### src/rtl/can_pkg.sv
// Shared types and constants for the simplified CAN receive path.
package can_pkg;

   typedef enum logic [2:0] {
      IDLE,
      DATA,
      CRC,
      CRC_DELIM,
      ACK_SLOT,
      ACK_DELIM,
      EOF,
      WAIT_IDLE
   } state_t;

   localparam logic [7:0]  CRC_POLY  = 8'h07;
   localparam int unsigned STUFF_LEN = 5;
   localparam int unsigned EOF_LEN   = 7;
   localparam int unsigned IDLE_LEN  = 11;

   localparam logic [1:0] ERR_NONE  = 2'b00;
   localparam logic [1:0] ERR_STUFF = 2'b01;
   localparam logic [1:0] ERR_CRC   = 2'b10;
   localparam logic [1:0] ERR_FORM  = 2'b11;

   // One MSB-first CRC-8 step over a single received bit.
   function automatic logic [7:0] crc8_step(input logic [7:0] crc, input logic b);
      crc8_step = {crc[6:0], 1'b0} ^ (((crc[7] ^ b) == 1'b1) ? CRC_POLY : 8'h00);
   endfunction

endpackage

### src/rtl/can_bit_timing.sv
// Bus-line synchroniser, bit phase counter with hard sync/resync, and sample strobe.
module can_bit_timing #(
   parameter int unsigned CLKS_PER_BIT = 10,
   parameter int unsigned SAMPLE_POINT = CLKS_PER_BIT / 2
) (
   input  logic clk,
   input  logic reset,
   input  logic can_rx,
   input  logic sync_en,
   output logic sample_c,
   output logic rx_bit_c,
   output logic fall_c
);

   localparam int unsigned PW = $clog2(CLKS_PER_BIT);

   logic          sync1;
   logic          sync2;
   logic          rxs_d;
   logic [PW-1:0] phase;

   // Two-flop synchroniser plus one delayed copy for edge detection; idles recessive.
   always_ff @(posedge clk or negedge reset) begin
      if (!reset) begin
         sync1 <= 1'b1;
         sync2 <= 1'b1;
         rxs_d <= 1'b1;
      end else begin
         sync1 <= can_rx;
         sync2 <= sync1;
         rxs_d <= sync2;
      end
   end

   assign fall_c   = rxs_d & ~sync2;
   assign rx_bit_c = sync2;
   assign sample_c = (phase == PW'(SAMPLE_POINT));

   // Phase counter; a recessive-to-dominant edge restarts the bit when syncing is allowed.
   always_ff @(posedge clk or negedge reset) begin
      if (!reset) begin
         phase <= '0;
      end else if (sync_en && fall_c) begin
         phase <= '0;
      end else if (phase == PW'(CLKS_PER_BIT - 1)) begin
         phase <= '0;
      end else begin
         phase <= phase + PW'(1);
      end
   end

endmodule

### src/rtl/can_receiver.sv
// Simplified CAN frame receiver: destuffing, CRC-8 check, ACK drive and error reporting.
module can_receiver
   import can_pkg::*;
#(
   parameter int unsigned CLKS_PER_BIT = 10,
   parameter int unsigned SAMPLE_POINT = CLKS_PER_BIT / 2
) (
   input  logic       clk,
   input  logic       reset,
   input  logic       can_rx,
   output logic       can_tx,
   output logic [7:0] data_out,
   output logic       rx_valid,
   output logic       rx_err,
   output logic [1:0] err_code
);

   localparam int unsigned RUN_W = 3;
   localparam int unsigned BIT_W = 4;
   localparam int unsigned CNT_W = 4;

   state_t             state;
   logic               sof_pend;
   logic [RUN_W-1:0]   run_cnt;
   logic               run_val;
   logic [BIT_W-1:0]   bit_cnt;
   logic [7:0]         shreg;
   logic [7:0]         crc_calc;
   logic [7:0]         crc_rx;
   logic [CNT_W-1:0]   cnt;

   logic               sample_c;
   logic               rx_bit_c;
   logic               fall_c;
   logic               sync_en;
   logic               stuff_slot_c;
   logic [RUN_W-1:0]   run_next_c;

   assign sync_en = (state == IDLE) || (state == DATA) || (state == CRC);

   can_bit_timing #(
      .CLKS_PER_BIT (CLKS_PER_BIT),
      .SAMPLE_POINT (SAMPLE_POINT)
   ) u_timing (
      .clk      (clk),
      .reset    (reset),
      .can_rx   (can_rx),
      .sync_en  (sync_en),
      .sample_c (sample_c),
      .rx_bit_c (rx_bit_c),
      .fall_c   (fall_c)
   );

   // The sample after a run of STUFF_LEN equal bits is a stuff bit.
   assign stuff_slot_c = (run_cnt == RUN_W'(STUFF_LEN));
   assign run_next_c   = (rx_bit_c == run_val) ? (run_cnt + RUN_W'(1)) : RUN_W'(1);

   // Frame state machine with destuffer, CRC accumulation and registered outputs.
   always_ff @(posedge clk or negedge reset) begin
      if (!reset) begin
         state    <= IDLE;
         sof_pend <= 1'b0;
         run_cnt  <= '0;
         run_val  <= 1'b1;
         bit_cnt  <= '0;
         shreg    <= '0;
         crc_calc <= '0;
         crc_rx   <= '0;
         cnt      <= '0;
         can_tx   <= 1'b1;
         data_out <= '0;
         rx_valid <= 1'b0;
         rx_err   <= 1'b0;
         err_code <= ERR_NONE;
      end else begin
         rx_valid <= 1'b0;
         rx_err   <= 1'b0;
         case (state)
            IDLE: begin
               if (fall_c) begin
                  sof_pend <= 1'b1;
               end else if (sample_c && sof_pend) begin
                  sof_pend <= 1'b0;
                  if (!rx_bit_c) begin
                     state    <= DATA;
                     run_cnt  <= RUN_W'(1);
                     run_val  <= 1'b0;
                     bit_cnt  <= '0;
                     crc_calc <= '0;
                  end
               end
            end
            DATA, CRC: begin
               if (sample_c) begin
                  if (stuff_slot_c) begin
                     if (rx_bit_c == run_val) begin
                        state    <= WAIT_IDLE;
                        cnt      <= '0;
                        rx_err   <= 1'b1;
                        err_code <= ERR_STUFF;
                     end else begin
                        run_cnt <= RUN_W'(1);
                        run_val <= rx_bit_c;
                        if ((state == CRC) && (bit_cnt == BIT_W'(8))) begin
                           state <= CRC_DELIM;
                        end
                     end
                  end else begin
                     run_cnt <= run_next_c;
                     run_val <= rx_bit_c;
                     if (state == DATA) begin
                        shreg    <= {shreg[6:0], rx_bit_c};
                        crc_calc <= crc8_step(crc_calc, rx_bit_c);
                        if (bit_cnt == BIT_W'(7)) begin
                           state   <= CRC;
                           bit_cnt <= '0;
                        end else begin
                           bit_cnt <= bit_cnt + BIT_W'(1);
                        end
                     end else begin
                        crc_rx  <= {crc_rx[6:0], rx_bit_c};
                        bit_cnt <= bit_cnt + BIT_W'(1);
                        // A run completed by CRC[0] still owes a stuff bit; stay to check it.
                        if ((bit_cnt == BIT_W'(7)) && (run_next_c != RUN_W'(STUFF_LEN))) begin
                           state <= CRC_DELIM;
                        end
                     end
                  end
               end
            end
            CRC_DELIM: begin
               if (sample_c) begin
                  if (!rx_bit_c) begin
                     state    <= WAIT_IDLE;
                     cnt      <= '0;
                     rx_err   <= 1'b1;
                     err_code <= ERR_FORM;
                  end else if (crc_rx != crc_calc) begin
                     state    <= WAIT_IDLE;
                     cnt      <= '0;
                     rx_err   <= 1'b1;
                     err_code <= ERR_CRC;
                  end else begin
                     state  <= ACK_SLOT;
                     can_tx <= 1'b0;
                  end
               end
            end
            ACK_SLOT: begin
               if (sample_c) begin
                  state  <= ACK_DELIM;
                  can_tx <= 1'b1;
               end
            end
            ACK_DELIM: begin
               if (sample_c) begin
                  if (!rx_bit_c) begin
                     state    <= WAIT_IDLE;
                     cnt      <= '0;
                     rx_err   <= 1'b1;
                     err_code <= ERR_FORM;
                  end else begin
                     state <= EOF;
                     cnt   <= '0;
                  end
               end
            end
            EOF: begin
               if (sample_c) begin
                  if (!rx_bit_c) begin
                     state    <= WAIT_IDLE;
                     cnt      <= '0;
                     rx_err   <= 1'b1;
                     err_code <= ERR_FORM;
                  end else if (cnt == CNT_W'(EOF_LEN - 1)) begin
                     state    <= IDLE;
                     sof_pend <= 1'b0;
                     data_out <= shreg;
                     rx_valid <= 1'b1;
                  end else begin
                     cnt <= cnt + CNT_W'(1);
                  end
               end
            end
            WAIT_IDLE: begin
               if (sample_c) begin
                  if (!rx_bit_c) begin
                     cnt <= '0;
                  end else if (cnt == CNT_W'(IDLE_LEN - 1)) begin
                     state    <= IDLE;
                     sof_pend <= 1'b0;
                  end else begin
                     cnt <= cnt + CNT_W'(1);
                  end
               end
            end
            default: begin
               state <= WAIT_IDLE;
               cnt   <= '0;
            end
         endcase
      end
   end

endmodule

### config.mk
export PLATFORM = sky130hd
export DESIGN_NAME = can_receiver
export DESIGN_NICKNAME = d
export VERILOG_FILES = /design/src/rtl/can_pkg.sv /design/src/rtl/can_bit_timing.sv /design/src/rtl/can_receiver.sv
export SDC_FILE = /design/constraint.sdc
export NUM_CORES = 1
export LEC_CHECK = 0
export CORE_AREA = 4 4 78 80
export CTS_BUF_LIST = sky130_fd_sc_hd__clkbuf_2
export DETAILED_ROUTE_END_ITERATION = 6
export DIE_AREA = 0 0 82 84
export PLACE_DENSITY = 0.8
export SYNTH_ARGS = -nofsm -noshare
export SYNTH_HDL_FRONTEND = slang
export SYNTH_HIERARCHICAL = 1
export SYNTH_SLANG_ARGS = --single-unit
### constraint.sdc
create_clock -name clk -period 3.3 [get_ports clk]
set_input_delay 0.66 -clock clk [delete_from_list [all_inputs] [get_ports clk]]
set_output_delay 0.66 -clock clk [all_outputs]
set_load 0.02 [all_outputs]
Word level (Yosys, flattened, before mapping)
Cells that the tools add are included.
- add/subtract/negate cells: 4
- equal/unequal tests: 47
- muxes and demuxes: 103
- bitwise operators: 6
- reductions and logical operators: 25
- operators by type and width (kind ; count):
    2-to-1 mux 4 bit ; 22
    2-to-1 mux 3 bit ; 24
    2-to-1 mux 8 bit ; 6
    inequality test 2 bit, second input constant ; 16
    2-to-1 mux 1 bit ; 31
    one-hot mux 3 bit (7 select lines) ; 1
    2-to-1 mux 2 bit ; 10
    one-hot mux 4 bit (5 select lines) ; 1
    inequality test 3 bit, second input constant ; 6
    one-hot mux 8 bit (2 select lines) ; 1
    AND reduction 8 bit ; 2
    == test 3 bit, second input constant ; 5
    AND reduction 15 bit ; 1
    adder 4 x 1 -> 4 bit, second input constant ; 3
    == test 4 x 3 -> 1 bit, second input constant ; 3
    == test 4 bit, second input constant ; 3
    inequality test 4 bit, second input constant ; 3
    AND reduction 4 bit ; 3
    AND reduction 6 bit ; 2
    AND reduction 11 bit ; 1
    inequality test 2 x 1 -> 1 bit, second input constant ; 5
    inequality test 8 bit ; 1
    one-hot mux 4 bit (2 select lines) ; 1
    bitwise XOR 8 x 3 -> 8 bit ; 1
    other kinds (21) ; 33
- register bits: 60
- logic and storage cells: 203

Longest topological paths before layout
- word-level depth: 9
- gate-level depth with buffers: 10

Hierarchy
The synthesis kept the hierarchy.
- by module, submodules not included (module ; instances ; cells an instance ; area an instance (sq um) ; sequential area each (sq um)):
    can_receiver ; 1 ; 277 ; 2839.0 ; 1328.8
    can_bit_timing ; 1 ; 21 ; 281.5 ; 178.9

Least setup slack after synthesis
No wires, ideal clock.
- path kind: flip-flop to flip-flop
- start point: reg u_timing.phase[0]
- end point: reg cnt[0]
- library setup time: 0.125 ns
- arrival: 2.148 ns
- required time: 3.175 ns
- setup slack: 1.027 ns
- cell stages (with the launch flop): 9
- buffers on the path: 1
- period minus slack after synthesis: 2.273 ns
- cells stage by stage: dfrtp_1 ha_1 and3b_2 buf_2 or3b_2 o311a_1 o22a_1 o31ai_4 mux2_4
- word-level cells in the longest chain between the ends: 3
- ends and longest elaborated chain (item ; RTL line ; text):
    start: declaration ; can_bit_timing.sv:20 ; logic [PW-1:0] phase;
    start signal: assignment ; can_bit_timing.sv:48 ; phase <= phase + PW'(1);
    == test 4 x 3 -> 1 bit (*) ; can_bit_timing.sv:37 ; assign sample_c = (phase == PW'(SAMPLE_POINT));
    via sample_c ; can_receiver.sv:32 ; logic sample_c;
    inequality test 2 bit (no line) ; n/a ;
    AND reduction 11 bit (no line) (*) ; n/a ;
    end signal: assignment ; can_receiver.sv:181 ; cnt <= cnt + CNT_W'(1);
    end signal: assignment ; can_receiver.sv:193 ; cnt <= cnt + CNT_W'(1);
    end: declaration ; can_receiver.sv:30 ; logic [CNT_W-1:0] cnt;
Mark *: on every way through the listed nets, which the timed path passes. The rest lies on a longest branch.
A chain may end at the register's enable or synchronous reset.

Worst setup path in the final report
- start point: reg u_timing.phase[1]
- end point: reg crc_calc[1]
- word-level cells in the longest chain between the ends: 4
- ends and longest elaborated chain (item ; RTL line ; text):
    == test 4 x 3 -> 1 bit (*) ; can_bit_timing.sv:37 ;
    via sample_c ; can_receiver.sv:32 ;
    logical AND 1 bit ; can_receiver.sv:82 ; end else if (sample_c && sof_pend) begin
    inequality test 2 x 1 -> 1 bit (no line) ; n/a ;
    AND reduction 7 bit (no line) (*) ; n/a ;
    end signal: assignment ; can_receiver.sv:113 ; crc_calc <= crc8_step(crc_calc, rx_bit_c);
    end: declaration ; can_receiver.sv:28 ; logic [7:0] crc_calc;
Marks and branches as above.

==> summary.md <==
| Metric | Value |
|---|---|
| Status | `completed` |
| Syn Area/Cell | `10.5 µm²` |
| Clock root cell | `sky130_fd_sc_hd__clkbuf_2` |
| Vias in the first global route | `2200` |
| Fraction of layout cells with a size suffix above 1 | `19.1%` |
| Sequential cell area | `1510 µm²` |
| Port Buffers | `15` |
| Period Utilization, post-route | `72.5%` |
| Hold-fix buffers, CTS | `0` |
| Critical path's slowest cell | `sky130_fd_sc_hd__nand3_1` |
| Total via count after detailed routing | `2272` |
| Cell family with most CP delay | `simple AND/OR/NAND/NOR gates` |
| Post-detailed-routing wire length | `6.02 mm` |
| Layout fillers | `453` |
| Detailed-route DRC error count | `0` |
| Most area-consuming cells after synthesis | `sky130_fd_sc_hd__dfrtp_1 44%, sky130_fd_sc_hd__mux2_2 8.3%, sky130_fd_sc_hd__nand2_1 5.1%, sky130_fd_sc_hd__dfstp_2 4.2%, sky130_fd_sc_hd__o21ai_0 3.4%` |
| Count of pins over their slew limit | `0` |
| Maximum number of pins on one net before global-route repair | `44` |
| Maximum buffer depth of the clock tree | `2` |
| CTS Buf Count | `9` |
| Gr usage total | `19.5%` |
| Launch point of the worst path | `u_timing/phase[1]` |
| Post-synthesis instance total | `298` |
| Clock transition time at the flip-flop clock pins of the worst setup and hold paths | `0.21 ns` |
| Worst min-delay path class | `in -> async` |
| Number of detailed-routing iterations run before antenna repair | `4` |
| Number of maximum-capacitance violations | `0` |
| Setup repair after global routing missed its margin | `no` |
| CP Capture Type | `register` |
| Number of buffers inserted by post-CTS setup repair | `0` |
| Setup Total Neg Slack | `0 ns` |
| Launching element type of the critical path | `register` |
| Clock period minus worst slack | `2.39 ns` |
| Number of I/O pins | `16` |
| Logic depth of the worst setup path including buffers | `6` |
| Most numerous cell types in the synthesized netlist | `55 x sky130_fd_sc_hd__dfrtp_1, 42 x sky130_fd_sc_hd__nand2_1, 23 x sky130_fd_sc_hd__mux2_2, 21 x sky130_fd_sc_hd__o21ai_0, 14 x sky130_fd_sc_hd__nor2_1` |
| Area occupied by multi-input gates | `1510 µm²` |
| Highest fanout seen on the critical path | `16` |
| Cell-by-cell trace of the critical path | `inv_1 > ha_1 > and3b_2 > nor2b_1 > nand3_1 > o41ai_1` |
| Power Density | `635 nW/µm²` |
| Max IR drop VDD | `330 µV` |
| Critical path class | `reg -> reg` |
| Global-route wire length before repair | `10.4 mm` |
| Y dimension of the die | `84 µm` |
| H-tree Lvls | `3` |
| Iter 0 DRT Violations | `149` |
| Floorplan die width | `82 µm` |
| Transition time at the pin with the least slew margin | `0.674 ns` |
| Netlist area before placement | `3120 µm²` |
| Latest clock arrival within the worst-skew pair | `0.52 ns` |
| Max stage delay on crit path | `0.48 ns` |
| Sequential share of the synthesized area | `48.3%` |
| Initial antenna violation count | `0` |
| Core area | `5410 µm²` |
| Arrival time at the worst endpoint | `2.80 ns` |
| Remaining max-slew budget at the tightest pin | `55.0%` |
| Std-Cell Rows | `27` |
| Placement-stage worst setup slack | `0.934 ns` |
| Prevailing post-synth register cell | `sky130_fd_sc_hd__dfrtp_1` |
| Final antenna-violating net count | `0` |
| Critical Path End | `crc_calc[1]` |
| Relative area change from synthesis to final layout | `9.14%` |
| Resize count post-CTS | `0` |
| RePlAce Congestion | `0.803` |
| Async SR Flop Fraction | `100%` |
| Initial core utilization | `57.7%` |
| Sink Count | `60` |
| Endpoint required time on the critical path | `3.71 ns` |
| Die Footprint | `6890 µm²` |
| Setup violation total in the final timing report | `0` |
| Antenna cells | `0` |
| Launch instance of the worst register-to-register path | `u_timing/phase[1]` |
| Yosys synthesis warning count | `6` |
| Yosys reg bits | `60` |
| Dominant cell type by area after synthesis | `sky130_fd_sc_hd__dfrtp_1` |
| Min setup slack post-route | `0.907 ns` |
| CP bufs+invs | `1` |
| Syn_nets | `309` |
| Fin. Hold Viols | `0` |
| Post-synth EDFFs | `0` |
| Final HPWL DP | `4.19 mm` |
| Count of unique library cells instantiated by Yosys | `58` |
| Clock tree from TritonCTS | `built` |
| Leading cell type by number of instances after synthesis | `sky130_fd_sc_hd__dfrtp_1` |
| Via count normalized by instance count | `5.81` |
| Residual overflow from global routing | `0` |
| Static leakage | `0.00159 µW` |
| Achievable clock frequency | `418 MHz` |
| Worst r2r dst | `crc_calc[1]` |
| Share of the synthesized area in the top cell type | `44.1%` |
| Net total in the final layout | `325` |
| Length in cells of the worst reg-to-reg path | `6` |
| WL/cell | `15.4 µm` |
| Reg-to-reg slack, setup | `0.91 ns` |
| Clock skew after layout | `0.0264 ns` |
## cell usage in the layout (no fill, tap or decap), types with 4 or more instances in the layout
cell	Yosys	final
sky130_fd_sc_hd__xor2_1	11	11
sky130_fd_sc_hd__dfstp_2	5	5
sky130_fd_sc_hd__and3_1	4	4
sky130_fd_sc_hd__nor3_1	7	7
sky130_fd_sc_hd__nor2_1	14	14
sky130_fd_sc_hd__o21ai_0	21	21
sky130_fd_sc_hd__nor2b_1	5	5
sky130_fd_sc_hd__ha_1	8	8
sky130_fd_sc_hd__nand2_1	42	42
sky130_fd_sc_hd__xnor2_1	4	4
sky130_fd_sc_hd__inv_1	11	11
sky130_fd_sc_hd__mux2_2	23	23
sky130_fd_sc_hd__and2_1	4	4
sky130_fd_sc_hd__a21oi_1	5	5
sky130_fd_sc_hd__dfrtp_1	55	55
sky130_fd_sc_hd__nand3_1	12	12
sky130_fd_sc_hd__clkdlybuf4s50_1	0	14
sky130_fd_sc_hd__clkbuf_2	0	9
sky130_fd_sc_hd__a31oi_1	6	6
## cell type report
cell class | instances | area share (%)
clock buffer | 9 | 1.32
tap | 72 | 2.65
timing repair buffer | 16 | 4.48
inverter | 12 | 1.32
clock inverter | 7 | 1.54
multi-input combinational | 215 | 44.4
sequential | 60 | 44.3
## through the flow
stage	utilization [%]	hold WS, ns	instances	area [µm²]	power (µW)
finish	63.0	0.0180	391	3410	2160
CTS	63.0	0.0252	391	3410	2170
global route	63.0	0.0501	391	3410	2310
detailed placement	61.2	0.349	375	3310	1760
floorplan	-	0.345	298	3120	1590
global placement	61.2	0.349	375	3310	1730
## flip-flops by register name, indices dropped and copies added, names as in the netlist
name	count
rx_valid	1
rx_err	1
shreg	8
u_timing/sync1	1
data_out	8
can_tx	1
u_timing/phase	4
sof_pend	1
bit_cnt	4
state	3
run_val	1
u_timing/rxs_d	1
run_cnt	3
crc_calc	8
err_code	2
u_timing/rx_bit_c	1
cnt	4
crc_rx	8
## power by group
part | switching [µW] | internal, µW
logic | 451 | 294
registers | 159 | 851
clock network | 304 | 103
## how the worst min path moves through the flow
stage / start / end / slack [ns] / cells after the start
global route: reset / state[1] / 0.05 / 1
detailed placement: u_timing/sync1 / u_timing/rx_bit_c / 0.35 / 0
CTS: reset / state[1] / 0.03 / 1
finish: reset / state[1] / 0.02 / 1
floorplan: u_timing/sync1 / u_timing/rx_bit_c / 0.35 / 0
global placement: u_timing/sync1 / u_timing/rx_bit_c / 0.35 / 0
## metal layers
layer  global-route usage [%]  vias to the layer above  wire [µm]
met3                     3.89                       13        269
met5                        0                        -          0
met4                     9.37                        0         88
li1                         -                     1096          -
met1                     26.9                     1112       2730
met2                     29.0                       51       2930
## worst reg2reg max path: cells and delay by family (launching register included)
family | cells | cell delay, ns
AO/OA/AOI/OAI | 1 | 0.48
AND/OR/NAND/NOR | 3 | 1.16
buffers and inverters | 1 | 0.06
flip-flops | 1 | 0.44
adder cells (fa/ha/maj) | 1 | 0.15
## cells by family after synthesis
kind of cell    Yosys count  synth area share (%)
simple gates            107                  17.9
compound gates           58                  13.2
fa+ha+maj                 8                  3.21
flops                    60                  48.3
xor+xnor                 15                  4.21
mux                      27                  9.94
buf+inv                  23                  3.21
Note: power is estimated with default switching activity, not from simulation.
==> patch 1 (config.mk and constraints unchanged) <==
Encoding of `state_t`: now one-hot (8 bits for 8 states).
--- a/src/rtl/can_pkg.sv
+++ b/src/rtl/can_pkg.sv
@@ -1,15 +1,15 @@
 // Shared types and constants for the simplified CAN receive path.
 package can_pkg;
 
-   typedef enum logic [2:0] {
-      IDLE,
-      DATA,
-      CRC,
-      CRC_DELIM,
-      ACK_SLOT,
-      ACK_DELIM,
-      EOF,
-      WAIT_IDLE
+   typedef enum logic [7:0] {
+      IDLE      = 8'b00000001,
+      DATA      = 8'b00000010,
+      CRC       = 8'b00000100,
+      CRC_DELIM = 8'b00001000,
+      ACK_SLOT  = 8'b00010000,
+      ACK_DELIM = 8'b00100000,
+      EOF       = 8'b01000000,
+      WAIT_IDLE = 8'b10000000
    } state_t;
 
    localparam logic [7:0]  CRC_POLY  = 8'h07;
Check against the original RTL: same outputs for any inputs over 4 cycles, from zero or initial values and one cycle with reset low; so few cycles prove little.
==> patch 1 against the unedited design <==
Worst setup slack lost 0.31 ns. Wire length grew 20%. Sequential cell count grew 5. Worst hold slack gained 0.30 ns. Design area grew 9.1%. Area after synthesis grew 9.4%. Die area is the same.
Power is not compared: it rests on default switching activity, and its combinational part moved more than twofold at a synthesized area within 25%.
==> patch 1: results <==
group,metric,value,unit
route,vias,2585,
synthesis,synth.distinct_cells,58,
clocking,insertion_delay,0.51,ns
synthesis,yosysWarnings,6,
place,place_inst,401,
clocking,post_cts_buffers,0,
final_layout,drive_gt1_share,20.58,%
setup_path,critical_path_peak_fanout,16,
power,vdd_drop_max,0.0002665,V
place,port_buffers,15,
place,pre_cts_ws,0.6461,ns
synthesis,synthArstFlopShare,100.0,%
global_route,grt_usage,23.61,%
place,place_congestion,0.9554,
clocking,root_buffer,"clkbuf_2",
clocking,cts_buffers,9,
clocking,clock_tree.buffer_depth,2,
floorplanning,rows,27,
setup_path,rr_startpoint,"state[7]$_DFFE_PN0P_",
route,first_iter_violations,313,
synthesis,syn_nets,333,
final_layout,antenna_cells,0,
route,wl,7225,um
setup_path,crit_arrival,3.09,ns
setup_path,rrSetupSlack,0.59,ns
min_path,min_path_type,"input pin to asynchronous set/reset pin",
outcome,status,"complete, no violations",
power,power_leakage,1.595,nW
synthesis,synthCells,322,
synthesis,yosysSeqAreaShare,47.86,%
final_layout,nets,351,
clocking,htree_levels,3,
route,first_pass_iters,5,
sta,relSlewSlack,26.64,%
final_layout,layout.cells.non_filler,417,
setup_path,reg2reg_to,"crc_calc[3]$_DFFE_PN0P_",
global_route,antenna_found_initial,0,
global_route,grt_first_pass_wirelength,12500,um
sta,skew,0.01519,ns
clocking,clk_pin_slew_worst_paths,0.18,ns
synthesis,netlist_top_cells_count,"59 x dfrtp_1, 34 x nand2_1, 31 x mux2_2",
global_route,grt_max_degree,51,
clocking,ctsResizeCount,0,
setup_path,worstRegToRegCells,4,
synthesis,synth.area.top_cells,"dfrtp_1 43%, mux2_2 10%, dfstp_2 4.6%, nand2_1 3.7%, xnor2_1 3.6%",
place,hpwlAfterDp,5036,um
==> patch 1: how the worst max path moves through the flow <==
stage                                startpoint                 endpoint  slack [ns]  cells past startpoint
finish                     state[7]$_DFFE_PN0P_  crc_calc[3]$_DFFE_PN0P_        0.59                      4
global route               state[2]$_DFFE_PN0P_       cnt[3]$_DFFE_PN0P_        0.40                      7
CTS                        state[7]$_DFFE_PN0P_  crc_calc[3]$_DFFE_PN0P_        0.63                      4
detailed placement         state[7]$_DFFE_PN0P_  crc_calc[3]$_DFFE_PN0P_        0.65                      4
global placement           state[7]$_DFFE_PN0P_       cnt[3]$_DFFE_PN0P_        0.72                      7
floorplan           u_timing/phase[1]$_DFF_PN0_  data_out[0]$_DFFE_PN0P_        0.78                      8
==> patch 1: cell type report <==
type                    count  area (um^2)
clock buffers              10        50.05
fillers                   432         1688
inverters                  10        37.54
repair buffers             22        197.7
well taps                  72        90.09
flip-flops and latches     65         1634
clock inverters             6        35.03
multi-input cells         232         1673
==> patch 1: per-stage QoR <==
step	hold slack, ns	cell area (um^2)	power, mW
after floorplan	0.3452	3415	0.8359
after global placement	0.3462	3632	0.8601
after detailed placement	0.3479	3632	0.8613
after CTS	0.3494	3717	1.246
after global routing	0.3690	3717	1.294
final	0.3214	3717	1.237
==> patch 1: cells by family after synthesis <==
family,synth area share (%)
AOI/OAI and AO/OA,11.54
xor gates and xnor gates,4.874
adders and majority gates,2.932
buffers and inverters,3.151
DFF,47.86
muxes,10.22
and+or+nand+nor,19.42
==> patch 1: where the power goes <==
part	leakage (nW)	internal [mW]	total, mW	switching [mW]
logic	0.676	0.0116	0.0372	0.0256
registers	0.870	0.804	0.809	0.00562
clock network	0.0490	0.0949	0.391	0.296
total	1.59	0.910	1.24	0.327
==> patch 1: per-layer routing <==
layer | part of all wire [%] | track usage, % | up-vias
li1 | - | - | 1200
met3 | 6.0 | 6.479 | 23
met5 | 0 | 0 | -
met2 | 45 | 34.39 | 98
met4 | 2.9 | 9.366 | 0
met1 | 46 | 33.12 | 1264
==> patch 1: worst max-delay path: stages, from the launching register on <==
cell and delay, ns:
dfrtp_1 0.57, or4_1 0.70, nor4b_1 0.63, nand4b_1 0.50, o21ai_0 0.19
==> patch 2 (same settings) <==
Without the edit above. `CLKS_PER_BIT` is set to 10 in 2 places; all go to 9.
--- a/src/rtl/can_bit_timing.sv
+++ b/src/rtl/can_bit_timing.sv
@@ -1,6 +1,6 @@
 // Bus-line synchroniser, bit phase counter with hard sync/resync, and sample strobe.
 module can_bit_timing #(
-   parameter int unsigned CLKS_PER_BIT = 10,
+   parameter int unsigned CLKS_PER_BIT = 9,
    parameter int unsigned SAMPLE_POINT = CLKS_PER_BIT / 2
 ) (
    input  logic clk,
--- a/src/rtl/can_receiver.sv
+++ b/src/rtl/can_receiver.sv
@@ -2,7 +2,7 @@
 module can_receiver
    import can_pkg::*;
 #(
-   parameter int unsigned CLKS_PER_BIT = 10,
+   parameter int unsigned CLKS_PER_BIT = 9,
    parameter int unsigned SAMPLE_POINT = CLKS_PER_BIT / 2
 ) (
    input  logic       clk,
Check against the original RTL: no difference found for any inputs over 10 cycles, from zero or initial values and one cycle with reset low; that may be too few to reach the edited logic, so the function may still have changed.
==> patch 2 against the unedited design <==
Sequential cell count unchanged. Sequential share of layout area down 0.58 points. Design area grew 1.3%. Wire length rose by 0.51%. Sequential power is essentially flat. Area after synthesis rose by 1.2%. Worst setup slack worse by 0.22 ns. Core utilization grew 0.83 points. Combinational power up 6.2%. Total power increased by 0.92%.
==> patch 2: results <==
group,metric,value,unit
setup_path,crit_arrival,2.99,ns
place,place_congestion,0.8374,
place,post_dp_cell_area,3362,um^2
clocking,clk_pin_slew_worst_paths,0.19,ns
route,wl,6054,um
power,power_leakage,1.617,nW
place,hpwlAfterDp,4296,um
final_layout,layout.cells.non_filler,399,
synthesis,synth.area.top_cells,"dfrtp_1 44%, mux2_2 8.2%, nand2_1 5.2%, dfstp_2 4.2%, o21ai_0 3.3%",
synthesis,avgSynthCellArea,10.39,um^2
setup_path,cp_slowest_cell,"o41ai_1",
place,pre_cts_ws,0.7133,ns
global_route,grt_pass1_vias,2419,
global_route,grt_max_degree,37,
sta,worst_pin_slew,0.7886,ns
place,place_inst,383,
global_route,grt_first_pass_wirelength,10710,um
final_layout,nets,333,
global_route,grt_usage,20.07,%
route,first_pass_iters,5,
clocking,insertion_delay,0.50,ns
final_layout,fillers,450,
route,drc,0,
sta,skew,0.02297,ns
route,first_iter_violations,192,
sta,holdWs,0.2145,ns
synthesis,yosysSeqAreaShare,47.72,%
synthesis,syn_nets,315,
power,switching_share,41.94,%
power,vdd_drop_max,0.0003104,V
outcome,status,"complete, no violations",
patch 2: worst reg2reg max path: cells and delay by family, from the launching register on:
family / cells / cell delay (ns)
flip-flops: 1 / 0.46
buffers and inverters: 3 / 0.33
AO/OA/AOI/OAI: 1 / 0.48
adder cells (fa/ha/maj): 1 / 0.15
AND/OR/NAND/NOR: 3 / 1.07
patch 2: logic make-up after synthesis:
family / after synthesis / share of synthesized area, %
buffers and inverters: 25 / 3.406
AOI/OAI and AO/OA: 59 / 13.07
muxes: 28 / 10.14
adders and majority gates: 8 / 3.168
xor gates and xnor gates: 13 / 3.604
DFF: 60 / 47.72
and+or+nand+nor: 111 / 18.89
patch 2: power by group through the flow:
stage / combinational, mW / clock (mW) / sequential [mW]
finish: 0.790 / 0.377 / 1.01
detailed placement: 0.788 / 0 / 1.03
CTS: 0.790 / 0.393 / 1.01
global route: 0.885 / 0.430 / 1.04
floorplan: 0.679 / 0 / 0.949
global placement: 0.762 / 0 / 1.02
patch 2: per-layer routing:
metal	vias up	routed length (um)	track usage [%]
li1	1116	-	-
met1	1136	2648	25.12
met2	65	3025	32.48
met3	15	251	3.996
met4	0	129	9.819
met5	-	0	0
patch 2: worst paths after layout:
| check | depth (start not counted) | startpoint | slack (ns) | to |
|---|---|---|---|---|
| max | 8 | u_timing/phase[0]$_DFF_PN0_ | 0.69 | crc_calc[1]$_DFFE_PN0P_ |
| min | 1 | reset | 0.21 | sof_pend$_DFFE_PN0P_ |
| max in group asynchronous | 2 | reset | 2.29 | u_timing/rx_bit_c$_DFF_PN1_ |
| max reg2reg | 8 | u_timing/phase[0]$_DFF_PN0_ | 0.69 | crc_calc[1]$_DFFE_PN0P_ |
| min in group clk | 0 | u_timing/sync1$_DFF_PN1_ | 0.38 | u_timing/rx_bit_c$_DFF_PN1_ |
| min reg2reg | 0 | u_timing/sync1$_DFF_PN1_ | 0.38 | u_timing/rx_bit_c$_DFF_PN1_ |
patch 2: final cells by class:
type                       count  area, um^2  area share, %
clock buffer                   9       45.04          1.305
clock inverter                 7       43.79          1.269
inverter                      14       52.55          1.523
multi-input combinational    219        1544          44.74
sequential                    60        1508          43.69
tap                           72       90.09          2.611
timing repair buffer          18       167.7          4.859
